<file path="config.mk">
export PLATFORM = sky130hd
export DESIGN_NAME = fetch_redirect_ctrl
export DESIGN_NICKNAME = d
export VERILOG_FILES = /design/src/rtl/fetch_redirect_ctrl.sv
export SDC_FILE = /design/constraint.sdc
export NUM_CORES = 1
export LEC_CHECK = 0
export ABC_AREA = 1
export BUFFER_PORTS_ARGS = -buffer_cell sky130_fd_sc_hd__buf_2
export CAP_MARGIN = 30
export CORE_UTILIZATION = 30
export CTS_CLUSTER_SIZE = 30
export DETAILED_ROUTE_END_ITERATION = 6
export MAX_ROUTING_LAYER = met4
export PLACE_DENSITY = 0.52
export SYNTH_ARGS = -nofsm -noshare
export SYNTH_HDL_FRONTEND = slang
export SYNTH_SLANG_ARGS = --single-unit
</file>
<file path="constraint.sdc">
create_clock -name CLK -period 6.18 [get_ports CLK]
set_input_delay 0.309 -clock CLK [delete_from_list [all_inputs] [get_ports CLK]]
set_output_delay 0.309 -clock CLK [all_outputs]
set_load 0.01 [all_outputs]
</file>
<file path="src/rtl/fetch_redirect_ctrl.sv">
// fetch_redirect_ctrl: arbitrates PC redirect requests (MEM > ID > predictor)
// into one registered redirect strobe per cycle for the IF stage.
//   CLK, RESET (async, active-low)        clock / reset
//   STALL                                 front end frozen this cycle
//   mem/id_redirect_valid, *_pc           resolved redirect requests
//   pred_valid, pred_pc                   predictor taken target
//   Request_Alt_PC, Alt_PC                one-cycle redirect strobe + target
//   FLUSH                                 squash front-end stage registers
//   pending                               redirect held awaiting STALL release
//   cnt_mem, cnt_id, cnt_pred             saturating issued-redirect counters
module fetch_redirect_ctrl #(
    parameter int unsigned SHADOW_CYCLES = 2,
    parameter int unsigned CNT_W         = 16
) (
    input  logic             CLK,
    input  logic             RESET,
    input  logic             STALL,
    input  logic             mem_redirect_valid,
    input  logic [31:0]      mem_redirect_pc,
    input  logic             id_redirect_valid,
    input  logic [31:0]      id_redirect_pc,
    input  logic             pred_valid,
    input  logic [31:0]      pred_pc,
    output logic             Request_Alt_PC,
    output logic [31:0]      Alt_PC,
    output logic             FLUSH,
    output logic             pending,
    output logic [CNT_W-1:0] cnt_mem,
    output logic [CNT_W-1:0] cnt_id,
    output logic [CNT_W-1:0] cnt_pred
);

    localparam int unsigned SH_W = (SHADOW_CYCLES > 0) ? $clog2(SHADOW_CYCLES + 1) : 1;

    // Encoded so a larger value means higher priority.
    typedef enum logic [1:0] {SRC_NONE = 2'd0, SRC_PRED = 2'd1, SRC_ID = 2'd2, SRC_MEM = 2'd3} src_e;
    // Bit 1 = hold active, bit 0 = shadow window active.
    typedef enum logic [1:0] {IDLE = 2'b00, SHADOW = 2'b01, HOLD = 2'b10, HOLD_SHADOW = 2'b11} state_e;

    state_e            state_q, state_d;
    src_e              held_src_q, held_src_d;
    logic [31:0]       held_pc_q, held_pc_d;
    logic [SH_W-1:0]   shadow_q, shadow_d;
    logic              req_q, req_d;
    logic              flush_q, flush_d;
    logic [31:0]       alt_pc_q, alt_pc_d;
    logic [CNT_W-1:0]  cnt_mem_q, cnt_mem_d;
    logic [CNT_W-1:0]  cnt_id_q, cnt_id_d;
    logic [CNT_W-1:0]  cnt_pred_q, cnt_pred_d;

    src_e              in_src, win_src;
    logic [31:0]       in_pc, win_pc;
    logic              hold_d;
    logic              hold_active;
    logic              shadow_active;

    assign hold_active   = state_q[1];
    assign shadow_active = state_q[0];

    function automatic logic [CNT_W-1:0] sat_inc(input logic [CNT_W-1:0] v);
        return (v == {CNT_W{1'b1}}) ? v : v + CNT_W'(1);
    endfunction

    // Next-state: eligibility, winner selection, hold/issue and shadow bookkeeping.
    always_comb begin
        held_src_d = held_src_q;
        held_pc_d  = held_pc_q;
        shadow_d   = shadow_q;
        req_d      = 1'b0;
        flush_d    = 1'b0;
        alt_pc_d   = alt_pc_q;
        cnt_mem_d  = cnt_mem_q;
        cnt_id_d   = cnt_id_q;
        cnt_pred_d = cnt_pred_q;
        hold_d     = hold_active;
        in_src     = SRC_NONE;
        in_pc      = 32'h0;

        // Younger-stage requests are wrong-path while the shadow window is open.
        if (mem_redirect_valid) begin
            in_src = SRC_MEM;
            in_pc  = mem_redirect_pc;
        end else if (id_redirect_valid && !shadow_active) begin
            in_src = SRC_ID;
            in_pc  = id_redirect_pc;
        end else if (pred_valid && !shadow_active) begin
            in_src = SRC_PRED;
            in_pc  = pred_pc;
        end

        win_src = in_src;
        win_pc  = in_pc;
        // Held request wins unless a strictly higher-priority source arrives.
        if (hold_active && !(in_src > held_src_q)) begin
            win_src = held_src_q;
            win_pc  = held_pc_q;
        end

        if (win_src != SRC_NONE) begin
            if (!STALL) begin
                req_d      = 1'b1;
                alt_pc_d   = win_pc;
                flush_d    = (win_src != SRC_PRED);
                hold_d     = 1'b0;
                held_src_d = SRC_NONE;
                if (shadow_active) begin
                    shadow_d = shadow_q - SH_W'(1);
                end
                case (win_src)
                    SRC_MEM: begin
                        cnt_mem_d = sat_inc(cnt_mem_q);
                        shadow_d  = SH_W'(SHADOW_CYCLES);
                    end
                    SRC_ID:   cnt_id_d   = sat_inc(cnt_id_q);
                    SRC_PRED: cnt_pred_d = sat_inc(cnt_pred_q);
                    default:  ;
                endcase
            end else begin
                held_src_d = win_src;
                held_pc_d  = win_pc;
                hold_d     = 1'b1;
            end
        end else if (!STALL && shadow_active) begin
            shadow_d = shadow_q - SH_W'(1);
        end

        state_d = state_e'({hold_d, (shadow_d != '0)});
    end

    // State and registered outputs.
    always_ff @(posedge CLK or negedge RESET) begin
        if (!RESET) begin
            state_q    <= IDLE;
            held_src_q <= SRC_NONE;
            held_pc_q  <= 32'h0;
            shadow_q   <= '0;
            req_q      <= 1'b0;
            flush_q    <= 1'b0;
            alt_pc_q   <= 32'h0;
            cnt_mem_q  <= '0;
            cnt_id_q   <= '0;
            cnt_pred_q <= '0;
        end else begin
            state_q    <= state_d;
            held_src_q <= held_src_d;
            held_pc_q  <= held_pc_d;
            shadow_q   <= shadow_d;
            req_q      <= req_d;
            flush_q    <= flush_d;
            alt_pc_q   <= alt_pc_d;
            cnt_mem_q  <= cnt_mem_d;
            cnt_id_q   <= cnt_id_d;
            cnt_pred_q <= cnt_pred_d;
        end
    end

    assign Request_Alt_PC = req_q;
    assign Alt_PC         = alt_pc_q;
    assign FLUSH          = flush_q;
    assign pending        = state_q[1];
    assign cnt_mem        = cnt_mem_q;
    assign cnt_id         = cnt_id_q;
    assign cnt_pred       = cnt_pred_q;

endmodule

</file>
# Word-level counts from Yosys, hierarchy flattened
# Index checks and enable logic that the tools add are counted.
totals:
  wordCells: 60
  input_bits: 102
  output_inout_bits: 83
  ff_bits: 120
classes:
  order_cmp: 1
  eq_ne: 7
  reduce_logical: 14
  bitwise_logic: 4
  addsub: 4
  muxes: 19
ops:
  columns: ["operator", "n"]
  rows:
  - ["32-bit 2-to-1 mux", 4]
  - ["16-bit by 1-bit adder with 16-bit output (second input constant)", 3]
  - ["16-bit == test (second input constant)", 3]
  - ["2-bit 2-to-1 mux", 9]
  - ["4-bit AND reduction", 3]
  - ["1-bit 2-to-1 mux", 6]
  - ["2-bit == test (second input constant)", 2]
  - ["1-bit logical AND", 4]
  - ["1-bit inverter", 4]
  - ["2-bit AND reduction", 2]
  - ["2-bit nonzero test", 2]
  - ["1-bit zero test", 3]
  - ["2-bit by 1-bit == test with 1-bit output (second input constant)", 1]
  - ["2-bit > comparator", 1]
  - ["2-bit by 1-bit inequality test with 1-bit output (second input constant)", 1]
  - ["2-bit by 1-bit subtractor with 2-bit output (second input constant)", 1]

# Depth between registers and ports, before layout
logic_depth:
  depth_word: 14
  ltp_mapped: 16
  mapped_depth_nobuf: 15

# Worst setup path before layout
# No wires, ideal clock.
synth_path:
  kind: "register to register"
  from: "reg state_q[0]"
  to: "reg held_pc_q[0]"
  t_arrival_ns: 2.122
  setup_slack_ns: 3.941
  stages_incl_launch_ff: 16
  synth_period_minus_slack_ns: 2.239
  n_path_buf: 2
  cell_sequence: "dfrtp_1 o21ai_0 ha_1 inv_1 nor2_1 nor2_1 nand2_2 nand2_2 nand2_1 nand2_4 inv_2 nand2_4 buf_6 buf_4 nand3_1 nand2_1"
synth_between:
  elab_chain_cells: 11
  word_cells_on_any_way: 16
synth_lines:
  columns: ["element", "line_no", "rtl"]
  rows:
  - ["from (decl)", "40", "state_e state_q, state_d;"]
  - ["from (signal assigned)", "144", "state_q <= state_d;"]
  - ["1-bit zero test (*)", "83, 86", null]
  - ["1-bit logical AND", "86", "end else if (pred_valid && !shadow_active) begin"]
  - ["1-bit 2-to-1 mux", "86", null]
  - ["2-bit 2-to-1 mux", "83", "end else if (id_redirect_valid && !shadow_active) begin"]
  - ["2-bit 2-to-1 mux", "80", "if (mem_redirect_valid) begin"]
  - ["2-bit > comparator", "94", "if (hold_active && !(in_src > held_src_q)) begin"]
  - ["1-bit zero test", "94", null]
  - ["1-bit logical AND", "94", null]
  - ["2-bit 2-to-1 mux", "94", null]
  - ["2-bit nonzero test", "99", "if (win_src != SRC_NONE) begin"]
  - ["2-bit AND reduction (no line)", null, null]
  - ["to (signal assigned)", "146", "held_pc_q <= held_pc_d;"]
  - ["to (decl)", "42", "logic [31:0] held_pc_q, held_pc_d;"]
# Every way passes the cells marked *; elsewhere a longest branch is shown, timed or not.
# A chain may end at the register's enable or synchronous reset.

# Worst setup path in the final report
layout_path:
  from: "reg state_q[0]"
  to: "reg held_pc_q[18]"
# The elaborated chain is that of the path after synthesis.

==> results.yml <==
timing:
  layout_min_cycle_time_ns: 4.17
  max_freq_mhz: 240
  slew_viol_final: 0
  hold_viol_final: 0
  tightest_slew_ns: 0.954
  slew_headroom_pct: 36.2
  fin_skew_ns: 0.0135
  fin_tns_setup_ns: 0
  rsz0062_at_grt: "no"
  fin_crit_sh_pct: 67.5
  setup_violations: 0
place:
  port_buffers: 184
  place.gp.congestion: 0.888
  hpwl_um: 13300
  dp.cells: 1359
critical_path:
  cp_slowest_cell: "nand2_2"
  path_buf_inv: 2
  endpoint_kind: "flop"
  worstPathMaxFanout: 68
  cp.arrival_ns: 4.48
  critPathTopFamily: "simple AND/OR/NAND/NOR gates"
  crit_chain: "o21ai_0 > ha_1 > inv_1 > nor2_1 > nor2_1 > nand2_2 > nand2_2 > nand2_1 > nand2_4 > inv_2 > nand2_4 > nand2_2 > nand2_1 > nand2_1"
  critPathMaxStageDelay_ns: 0.62
  worstSetupPathType: "flop to flop"
  crit_required_ns: 6.49
  startpoint_type: "flop"
yosys:
  syn_nets: 1040
  syn_area_per_cell_um2: 7.39
  synthTopCellsByCount: "nand2_1 (352), nand3_1 (172), dfrtp_1 (120)"
  synth_cells: 934
  ys_ff_latch: 120
  synth.area.top_cells: "dfrtp_1 (44%), nand2_1 (19%), nand3_1 (12%), xor2_1 (3.8%), o211ai_1 (3.5%)"
  synth-main-ff-cell: "dfrtp_1"
  ys_seq_area_share_pct: 43.5
  yosys_warnings: 0
  syn_area_um2: 6900
  synth.most_common_cell: "nand2_1"
  ys_types: 31
  async_reset_ff_share_pct: 100
  synth_top_area_share_pct: 43.5
  synth_edf_count: 0
  yosys.area.top_type: "dfrtp_1"
detailed_routing:
  drt-total-wl_um: 19900
  firstDrtPassIters: 6
  antenna_left: 0
  routed_via_density: 4.79
  vias: 6664
  drt-wirelength-per-cell_um: 14.3
  drt_iter0_drc: 416
  drcViolationCount: 0
cts:
  clk_pin_slew_ns: 0.07
  cts_made_buffers: 17
  clock_tree.root_cell: "clkbuf_16"
  h-tree-depth: 4
  tritoncts: "built"
  clock_latency_ns: 0.43
  clockBufferDepth: 2
  cts.repair.resized: 0
  clock_sinks: 120
global_route:
  grt_antenna_before_repair: 0
  globalRouteOverflowTotal: 0
  first_global_vias: 6297
  grt.total_usage_pct: 18.0
  grt_pass1_wl_um: 33000
  grt_start_max_net_pins: 69
power_and_ir_drop:
  irDropWorstVdd_mv: 0.193
  power.density_nw_per_um2: 430
  totalPowerFinal_mw: 3.72
  leakage_nw: 4.45
floorplan:
  num_rows: 55
  die_w_um: 154
  start_util_pct: 30.6
  fp.dieArea_um2: 23600
  coreArea_um2: 22600
  io_pins: 185
  fp.dieH_um: 154
flow_run:
  maxCapViolCount: 0
hold_path:
  hold_path_class: "input port to flop"
layout:
  antenna_cells: 0
  layout.nets: 1200
  final_layout_size_suffix_gt1_share_pct: 22.0
  area_growth_pct: 25.3
  fin_cells: 1392
status:
  status: "finished, final reports clean"
area by class of cell:
class                   instances  area, um^2
fillers                      2437       13900
multi-input cells             710        3450
flip-flops and latches        120        3000
repair buffers                196        1050
clock buffers                  17         425
well taps                     285         357
inverters                      49         184
clock inverters                15         176
stage by stage:
step	hold slack [ns]	util (%)	instance area, um^2	worst slack [ns]
global placement	0.380	35.4	7990	1.95
global route	0.281	38.3	8640	1.53
detailed placement	0.387	35.6	8030	1.92
CTS	0.253	38.3	8640	1.95
floorplan	0.0134	-	6900	3.94
finish	0.271	38.3	8640	2.01
cells in the final DEF (no fill, tap or decap), types with 2 or more instances in the layout:
cell	count
a41oi_1	2
buf_2	183
buf_4	10
bufinv_16	2
clkbuf_16	17
clkinvlp_4	2
dfrtp_1	120
ha_1	4
inv_1	46
inv_2	3
inv_6	9
inv_8	2
nand2_1	352
nand2_2	5
nand2_4	2
nand3_1	172
nand3_2	2
nand4_1	20
nor2_1	31
nor3_1	17
o211ai_1	32
o21ai_0	17
xnor2_1	14
xor2_1	30
registers in the layout (all words and copies together) (netlist names):
register        flops
Alt_PC             32
held_pc_q          32
FLUSH               1
cnt_mem            16
cnt_pred           16
cnt_id             16
state_q             2
held_src_q          2
shadow_q            2
Request_Alt_PC      1
repair_timing:
action / CTS / global route
hold buffers: 1 / 0
endpoints found under the hold margin: 45 / 0
buffers inserted: 0 / 0
setup endpoints to repair: 0 / 0
kinds of logic after synthesis:
group                    count (synthesis)  share of synthesized area (%)
flip-flops                             120                           43.5
adder cells (fa/ha/maj)                  4                          0.726
buffers and inverters                  104                           6.48
AND/OR/NAND/NOR                        606                           38.1
XOR/XNOR                                44                           5.59
AO/OA/AOI/OAI                           56                           5.59
power by group:
part | total (mW) | internal, mW | switching (mW)
logic | 1.44 | 0.472 | 0.973
registers | 1.24 | 1.04 | 0.199
clock network | 1.03 | 0.611 | 0.420
layer usage:
| metal | vias up | routed length (um) | share of wire, % | global-route usage, % |
|---|---|---|---|---|
| met1 | 3100 | 9560 | 48 | 23.7 |
| met2 | 155 | 9300 | 47 | 28.0 |
| met3 | 14 | 809 | 4.1 | 3.33 |
| met4 | 0 | 210 | 1.1 | 5.24 |
| li1 | 3395 | - | - | - |
| met5 | - | 0 | 0 | - |
tightest hold or removal path: stages:
cell and delay [ns]:
buf_2 0.08, o211ai_1 0.07, nand2_1 0.08, nand3_1 0.07, nand2_1 0.06
path summary, 6_finish.rpt:
kind,slack (ns),depth (start not counted),start,endpoint
max,2.01,14,state_q[0],held_pc_q[18]
min reg2reg,0.47,2,Alt_PC[2],Alt_PC[2]
max reg2reg,2.01,14,state_q[0],held_pc_q[18]
min in group asynchronous,0.46,2,RESET,cnt_id[7]
min,0.27,5,mem_redirect_pc[12],Alt_PC[12]
max in group asynchronous,4.59,4,RESET,held_pc_q[7]
(Power assumes the default switching activity.)
